$ cat src/rtl/reg_file_2r1w_if.sv
// Bus bundle for the 2-read / 1-write register file: write port from
// writeback, two read ports from decode, plus status and debug signals.
interface reg_file_2r1w_if #(
    parameter int DATA_WIDTH = 32,
    parameter int ADDR_WIDTH = 4
);
    // Handshake: the write port has no valid/ready pair. wr_en is a plain
    // strobe sampled at posedge clk; it is honoured only while ready=1, and
    // a strobe seen while ready=0 is discarded and latched into wr_drop.
    // Read ports are purely combinational, address in -> data out.
    logic                  wr_en;
    logic [ADDR_WIDTH-1:0] wr_addr;
    logic [DATA_WIDTH-1:0] wr_data;
    logic [ADDR_WIDTH-1:0] rd_addr_a;
    logic [DATA_WIDTH-1:0] rd_data_a;
    logic [ADDR_WIDTH-1:0] rd_addr_b;
    logic [DATA_WIDTH-1:0] rd_data_b;
    logic                  ready;
    logic                  wr_drop;
    logic                  dbg_state;  // 0 = CLEAR, 1 = RUN

    modport master (
        output wr_en, wr_addr, wr_data, rd_addr_a, rd_addr_b,
        input  rd_data_a, rd_data_b, ready, wr_drop, dbg_state
    );

    modport slave (
        input  wr_en, wr_addr, wr_data, rd_addr_a, rd_addr_b,
        output rd_data_a, rd_data_b, ready, wr_drop, dbg_state
    );
endinterface

$ cat src/rtl/reg_file_2r1w.sv
// Register file with one synchronous write port and two asynchronous read
// ports. After reset a sequencer writes zero to every entry, one per clock,
// before the array accepts writes. Optional hardwired zero entry and
// optional same-cycle write-to-read forwarding.
module reg_file_2r1w #(
    parameter int DATA_WIDTH = 32,
    parameter int ADDR_WIDTH = 4,
    parameter int ZERO_REG   = 1,
    parameter int BYPASS     = 1
) (
    input  logic               clk,
    input  logic               rst_n,
    reg_file_2r1w_if.slave     bus
);
    localparam int DEPTH = 1 << ADDR_WIDTH;

    localparam logic [0:0] ST_CLEAR = 1'b0;
    localparam logic [0:0] ST_RUN   = 1'b1;

    logic [0:0]            state_q, state_d;
    logic [ADDR_WIDTH-1:0] cnt_q, cnt_d;
    logic                  wr_drop_q, wr_drop_d;

    logic [DATA_WIDTH-1:0] mem_q [DEPTH];
    logic                  mem_we;
    logic [ADDR_WIDTH-1:0] mem_waddr;
    logic [DATA_WIDTH-1:0] mem_wdata;

    logic [DATA_WIDTH-1:0] rd_a, rd_b;

    // Next-state: clear sequencer walks every entry, then the write port
    // owns the array. Writes seen during the clear are dropped and flagged.
    always_comb begin
        state_d   = state_q;
        cnt_d     = cnt_q;
        wr_drop_d = wr_drop_q;
        mem_we    = 1'b0;
        mem_waddr = bus.wr_addr;
        mem_wdata = bus.wr_data;
        case (state_q)
            ST_CLEAR: begin
                mem_we    = 1'b1;
                mem_waddr = cnt_q;
                mem_wdata = '0;
                if (bus.wr_en) begin
                    wr_drop_d = 1'b1;
                end
                if (cnt_q == {ADDR_WIDTH{1'b1}}) begin
                    state_d = ST_RUN;
                end else begin
                    cnt_d = cnt_q + ADDR_WIDTH'(1);
                end
            end
            default: begin
                // Entry 0 is read-only when hardwired; discard silently.
                if (bus.wr_en && !(ZERO_REG != 0 && bus.wr_addr == '0)) begin
                    mem_we = 1'b1;
                end
            end
        endcase
    end

    // Control flops: async reset restarts the clear from entry 0.
    always_ff @(posedge clk or negedge rst_n) begin
        if (!rst_n) begin
            state_q   <= ST_CLEAR;
            cnt_q     <= '0;
            wr_drop_q <= 1'b0;
        end else begin
            state_q   <= state_d;
            cnt_q     <= cnt_d;
            wr_drop_q <= wr_drop_d;
        end
    end

    // Storage array: not reset, the clear sequencer initialises it.
    always_ff @(posedge clk) begin
        if (mem_we) begin
            mem_q[mem_waddr] <= mem_wdata;
        end
    end

    // Read port A: zero during clear, then zero-entry, bypass, stored value.
    always_comb begin
        rd_a = mem_q[bus.rd_addr_a];
        if (state_q != ST_RUN) begin
            rd_a = '0;
        end else if (ZERO_REG != 0 && bus.rd_addr_a == '0) begin
            rd_a = '0;
        end else if (BYPASS != 0 && bus.wr_en && bus.wr_addr == bus.rd_addr_a) begin
            rd_a = bus.wr_data;
        end
    end

    // Read port B: same resolution order as port A.
    always_comb begin
        rd_b = mem_q[bus.rd_addr_b];
        if (state_q != ST_RUN) begin
            rd_b = '0;
        end else if (ZERO_REG != 0 && bus.rd_addr_b == '0) begin
            rd_b = '0;
        end else if (BYPASS != 0 && bus.wr_en && bus.wr_addr == bus.rd_addr_b) begin
            rd_b = bus.wr_data;
        end
    end

    assign bus.rd_data_a = rd_a;
    assign bus.rd_data_b = rd_b;
    assign bus.ready     = (state_q == ST_RUN);
    assign bus.wr_drop   = wr_drop_q;
    assign bus.dbg_state = state_q[0];
endmodule

$ cat src/flat_wrapper.sv
// flat-port wrapper written by rule: the top's interface ports become plain ports
module reg_file_2r1w_flat 
#(
    parameter int DATA_WIDTH = 32,
    parameter int ADDR_WIDTH = 4,
    parameter int ZERO_REG   = 1,
    parameter int BYPASS     = 1
)
  (clk, rst_n, bus_wr_en, bus_wr_addr, bus_wr_data, bus_rd_addr_a, bus_rd_addr_b, bus_rd_data_a, bus_rd_data_b, bus_ready, bus_wr_drop, bus_dbg_state);
  reg_file_2r1w_if #(.DATA_WIDTH(DATA_WIDTH), .ADDR_WIDTH(ADDR_WIDTH)) bus_i ();
  input  logic clk;
  input  logic rst_n;
  input wire logic [$bits(bus_i.wr_en)-1:0] bus_wr_en;
  input wire logic [$bits(bus_i.wr_addr)-1:0] bus_wr_addr;
  input wire logic [$bits(bus_i.wr_data)-1:0] bus_wr_data;
  input wire logic [$bits(bus_i.rd_addr_a)-1:0] bus_rd_addr_a;
  input wire logic [$bits(bus_i.rd_addr_b)-1:0] bus_rd_addr_b;
  output wire logic [$bits(bus_i.rd_data_a)-1:0] bus_rd_data_a;
  output wire logic [$bits(bus_i.rd_data_b)-1:0] bus_rd_data_b;
  output wire logic [$bits(bus_i.ready)-1:0] bus_ready;
  output wire logic [$bits(bus_i.wr_drop)-1:0] bus_wr_drop;
  output wire logic [$bits(bus_i.dbg_state)-1:0] bus_dbg_state;
  assign bus_i.wr_en = bus_wr_en;
  assign bus_i.wr_addr = bus_wr_addr;
  assign bus_i.wr_data = bus_wr_data;
  assign bus_i.rd_addr_a = bus_rd_addr_a;
  assign bus_i.rd_addr_b = bus_rd_addr_b;
  assign bus_rd_data_a = bus_i.rd_data_a;
  assign bus_rd_data_b = bus_i.rd_data_b;
  assign bus_ready = bus_i.ready;
  assign bus_wr_drop = bus_i.wr_drop;
  assign bus_dbg_state = bus_i.dbg_state;
  reg_file_2r1w #(.DATA_WIDTH(DATA_WIDTH), .ADDR_WIDTH(ADDR_WIDTH), .ZERO_REG(ZERO_REG), .BYPASS(BYPASS)) u_core (.clk(clk), .rst_n(rst_n), .bus(bus_i));
endmodule
$ cat config.mk
export PLATFORM = sky130hd
export DESIGN_NAME = reg_file_2r1w_flat
export DESIGN_NICKNAME = d
export VERILOG_FILES = /design/src/rtl/reg_file_2r1w_if.sv /design/src/rtl/reg_file_2r1w.sv /design/src/flat_wrapper.sv
export SDC_FILE = /design/constraint.sdc
export NUM_CORES = 1
export LEC_CHECK = 0
export CAP_MARGIN = 30
export CORE_ASPECT_RATIO = 1.25
export CORE_MARGIN = 8
export CORE_UTILIZATION = 45
export CTS_BUF_LIST = sky130_fd_sc_hd__clkbuf_4 sky130_fd_sc_hd__clkbuf_8
export DETAILED_ROUTE_END_ITERATION = 8
export DONT_BUFFER_PORTS = 1
export PLACE_DENSITY = 0.67
export SLEW_MARGIN = 5
export SYNTH_ARGS = -nofsm -noshare
export SYNTH_HDL_FRONTEND = slang
export SYNTH_SLANG_ARGS = --single-unit
export TNS_END_PERCENT = 20
$ cat constraint.sdc
create_clock -name clk -period 3.5 [get_ports clk]
set_input_delay 0.35 -clock clk [delete_from_list [all_inputs] [get_ports clk]]
set_output_delay 0.35 -clock clk [all_outputs]
set_load 0.02 [all_outputs]
# == Yosys cells after proc, flatten, opt, wreduce, memory -nomap -nowiden ==
# Memory sizes are Yosys's and may differ from the RTL's.
# Index checks and enable logic that the tools add are counted.
# Widths: inputs -> output; s select.
# word_totals
input_bits,47
elab_cells,33
ram_bits,512
memories,1
regBits,6
# op_classes
n_addsub,1
n_reduce_logical,9
bitwise,2
mux,14
n_eq_ne,3
# mem_list
memory,words,word_bits,rd,rd_clocked_by_memory_dff,wr,line_no,source
u_core.mem_q,16,32,2,0,1,reg_file_2r1w.sv:24,logic [DATA_WIDTH-1:0] mem_q [DEPTH];
# ops
cell,n
$mux 32,7
$logic_not 4->1,3
$eq 4x4->1,2
$mux 1,6
$add 4x1->4 const B,1
$eq 4x4->1 const B,1
$mux 4,1
$reduce_and 2->1,2
$logic_and 1x1->1,3
$not 1->1,2
$logic_not 1->1,1

# == Depth between registers and ports, before layout ==
# depth
word_depth,7
ltp_mapped,7

# == Least setup slack after synthesis ==
# OpenSTA, ideal clock, no wires.
# synth_timing
kind,reg2reg
from,register u_core.state_q (netlist: u_core.bus.dbg_state)
to,"memory u_core.mem_q[1][0], enable pin"
setup_slack_ps,386
path_stages_with_launch,6
t_required_ps,3079
period_less_slack_ps,3114
arrival_ps,2693
n_path_buf,2
path_cell_list,dfrtp_1 > clkbuf_1 > clkbuf_1 > nand2_1 > o32a_1 > nor2_1
# synth_via
elab_chain_len,3
elab_cells_between_ends,4
cone_classes,mux (4)
# synth_lines
item,line_no,source
"start, declared",reg_file_2r1w.sv:20,"logic [0:0] state_q, state_d;"
"start signal, assigned",reg_file_2r1w.sv:70,state_q <= state_d;
$mux 1,reg_file_2r1w.sv:40,case (state_q)
$mux 1,reg_file_2r1w.sv:78,if (mem_we) begin
$mux 1 (not written as such),reg_file_2r1w.sv:79,mem_q[mem_waddr] <= mem_wdata;
"end, declared",reg_file_2r1w.sv:24,
# Parallel ways exist; a longest one is shown, timed or not.

# == Worst setup path after layout ==
# layout_timing
from,register u_core.state_q (netlist: u_core.bus.dbg_state)
to,output bus_rd_data_a[13]
# layout_via
elab_chain_len,1
# layout_lines
item,line_no,source
$mux 32,reg_file_2r1w.sv:86,if (state_q != ST_RUN) begin
"end, declared",flat_wrapper.sv:18,output wire logic [$bits(bus_i.rd_data_a)-1:0] bus_rd_data_a;
# No other way between the ends.

==> impl_metrics.env <==
export IMPL_outcome="completed"
export IMPL_drt_pass1_iterations=5
export IMPL_die_area_um2=61730
export IMPL_synth_compound_area_share_pct=6.726
export IMPL_initial_core_util_pct=45.32
export IMPL_synth_simple_gate_area_share_pct=2.688
export IMPL_final_cells=2042
export IMPL_ys_seq_area_share_pct=63.90
export IMPL_yosys_warnings=0
export IMPL_syn_mean_instance_area_um2=19.50
export IMPL_cp_end_kind="output pin"
export IMPL_nets=1306
export IMPL_synth_xor_area_share_pct=0.3605
export IMPL_io_pins=114
export IMPL_vias=13360
export IMPL_dieWidth_um=223.8
export IMPL_syn_inst=1246
export IMPL_crit_arrival_ps=3000
export IMPL_crit_required_ps=3150
export IMPL_hp_class="primary input to flip-flop"
export IMPL_synth_area_mux_share_pct=23.78
export IMPL_synth_top_family_by_area="multiplexers"
export IMPL_worst_path_max_delay_cell="and4b_2"
export IMPL_netlist_area_um2=24300
export IMPL_gp_congestion=0.8012
export IMPL_antenna_found_initial=1
export IMPL_max_stage_delay_ps=610
export IMPL_path_class="flip-flop to output pin"
export IMPL_port_buffers=0
export IMPL_setup_violations=0
export IMPL_via_per_inst=6.542
export IMPL_rsz0062_at_grt="no"
export IMPL_cp_cell_sequence="buf_6, o41ai_1, and4b_2, buf_12, a22o_1"
export IMPL_static_leakage_power_nw=8.461
export IMPL_finalMaxSlewViolations=0
export IMPL_finalHoldViolCount=0
export IMPL_worst_slew_pin_slew_ps=1027
export IMPL_num_rows=95
export IMPL_dp_hpwl_um=36400
export IMPL_clk_latency_ps=630
export IMPL_drc=0
export IMPL_post_cts_buffers=0
export IMPL_cellPowerDensity_nw_per_um2=474.1
export IMPL_whs_ps=233.3
export IMPL_drt_iter0_drc=1209
export IMPL_cts_tree="yes"
export IMPL_syn_to_final_growth_pct=10.32
export IMPL_fp_dieH_um=275.8
export IMPL_overflow=0
export IMPL_synthesis_nets=1294
export IMPL_clockRootBuffer="clkbuf_8"
export IMPL_critPathLaunchType="flip-flop"
export IMPL_max_slew_margin_pct=31.54
export IMPL_mostFrequentLayoutCells="edfxtp_1 (512), mux4_2 (256), a22oi_1 (128)"
export IMPL_track_usage_pct=21.03
export IMPL_peakVddDrop_mv=0.2917
export IMPL_grt_pass1_wl_um=94520
export IMPL_grt_pass1_vias=14460
export IMPL_drive_gt1_share_pct=33.71
export IMPL_synth_cell_type_count=33
export IMPL_grt_max_degree=131
export IMPL_routed_wirelength_um=64980
export IMPL_htree_levels=3
export IMPL_crit_fanout=36
export IMPL_fin_crit_sh_pct=95.62
export IMPL_ant_nets=0
export IMPL_wl_per_cell_um=31.82
export IMPL_cts_buffers=80
export IMPL_fmax_mhz=298.8
export IMPL_clockBufferDepth=3
export IMPL_synth_fa_ha_area_share_pct=0.05150
export IMPL_dp_cells=1898
export IMPL_fin_skew_ps=20.92
export IMPL_final_common_cell="edfxtp_1"
export IMPL_clkTransAtPathRegs_ps=60
export IMPL_finalSetupTns_ps=0
export IMPL_fin_crit_ps=3347
export IMPL_synth_ff_latch_count=518
export IMPL_maxCapViolations=0
export IMPL_core_um2=53610
export IMPL_clock_sinks=518
==> power by group <==
group          switching, W  leakage (nW)  total, W  internal (W)
registers        0.00000691          4.68   0.00686       0.00685
clock network       0.00229         0.780   0.00480       0.00251
logic              0.000608          3.01   0.00105      0.000439
==> final timing paths <==
| path | start | endpoint | slack (ps) | cells after the start |
|---|---|---|---|---|
| worst max-delay path | u_core.bus.dbg_state | bus_rd_data_a[13] | 150 | 5 |
| worst min-delay path | bus_wr_data[17] | u_core.mem_q[3][17] | 230 | 1 |
| min in group asynchronous | rst_n | u_core.bus.wr_drop | 560 | 2 |
| worst max register to register | u_core.bus.dbg_state | u_core.mem_q[11][8] | 950 | 4 |
| worst min register to register | u_core.cnt_q[3] | u_core.cnt_q[3] | 580 | 1 |
| max in group asynchronous | rst_n | u_core.bus.dbg_state | 2700 | 2 |
==> synthesized netlist by cell type <==
cell	n	area, um2
edfxtp_1	512	15370
mux4_2	256	5766
a22oi_1	128	960.9
nand2_1	67	251.5
a22o_1	64	560.5
clkbuf_1	50	187.7
and2_1	34	212.7
nor2_1	23	86.33
buf_1	16	60.06
buf_6	16	180.2
buf_2	14	70.07
buf_4	13	97.59
a31oi_1	6	37.54
dfrtp_1	6	150.1
xor2_1	6	52.55
nor2b_1	5	31.28
nor3_1	5	25.02
xnor2_1	4	35.03
a21oi_1	3	15.01
inv_1	3	11.26
and4b_1	2	20.02
o41ai_1	2	17.52
a21boi_0	1	7.510
a21o_1	1	7.510
a31o_2	1	8.760
a32oi_1	1	8.760
and3_1	1	6.260
ha_1	1	12.51
mux2_2	1	11.26
nand2b_1	1	6.260
nand4_1	1	6.260
nor3b_1	1	7.510
o32a_1	1	10.01
==> cells by family after synthesis <==
group	count (synthesis)
AO/OA/AOI/OAI	208
XOR/XNOR	10
adder cells (fa/ha/maj)	1
buffers and inverters	112
flip-flops	518
multiplexers	257
AND/OR/NAND/NOR	140
==> final cells by class <==
type                    count  area (um2)
diodes                      1       2.502
fillers                  4337       26800
well taps                 727       909.6
multi-input cells         616        8364
repair buffers             39       509.2
clock inverters            24       105.1
flip-flops and latches    518       15530
clock buffers             114        1375
inverters                   3       11.26
==> sequential cells by signal (all words and copies together), names as in the netlist <==
signal and flops:
u_core.mem_q 512, u_core.cnt_q 4, u_core.bus.dbg_state 1, u_core.bus.wr_drop 1
==> timing repair <==
item                                    in CTS  in global routing
hold endpoints to repair                     7                  0
endpoints found under the setup margin      42                  0
hold buffers                                 3                  0
resized for setup                            1                  0
==> worst max-delay path, delay by kind of cell, from the launching register on <==
family / cells / cell delay, ps
AOI/OAI and AO/OA: 2 / 550
buffers and inverters: 2 / 670
DFF: 1 / 480
and+or+nand+nor: 1 / 610
==> per-layer routing <==
metal | global-route usage (%) | part of all wire [%] | vias to the layer above
li1 | - | - | 5437
met1 | 25.43 | 37 | 7170
met2 | 37.10 | 53 | 620
met3 | 3.263 | 6.7 | 131
met4 | 9.402 | 3.4 | 0
met5 | 0 | 0 | -
==> per-stage QoR <==
step	utilization, %	cell area, um2	total power (W)	setup slack (ps)
6_report	50.00	26800	0.01271	153.3
5_1_grt	50.00	26800	0.01307	67.70
4_1_cts	49.89	26750	0.01280	130.0
3_5_place_dp	47.07	25230	0.008038	628.6
3_3_place_gp	46.96	25180	0.008024	719.2
2_1_floorplan	-	24300	0.007882	386.0
Note: power is estimated with default switching activity, not from simulation.
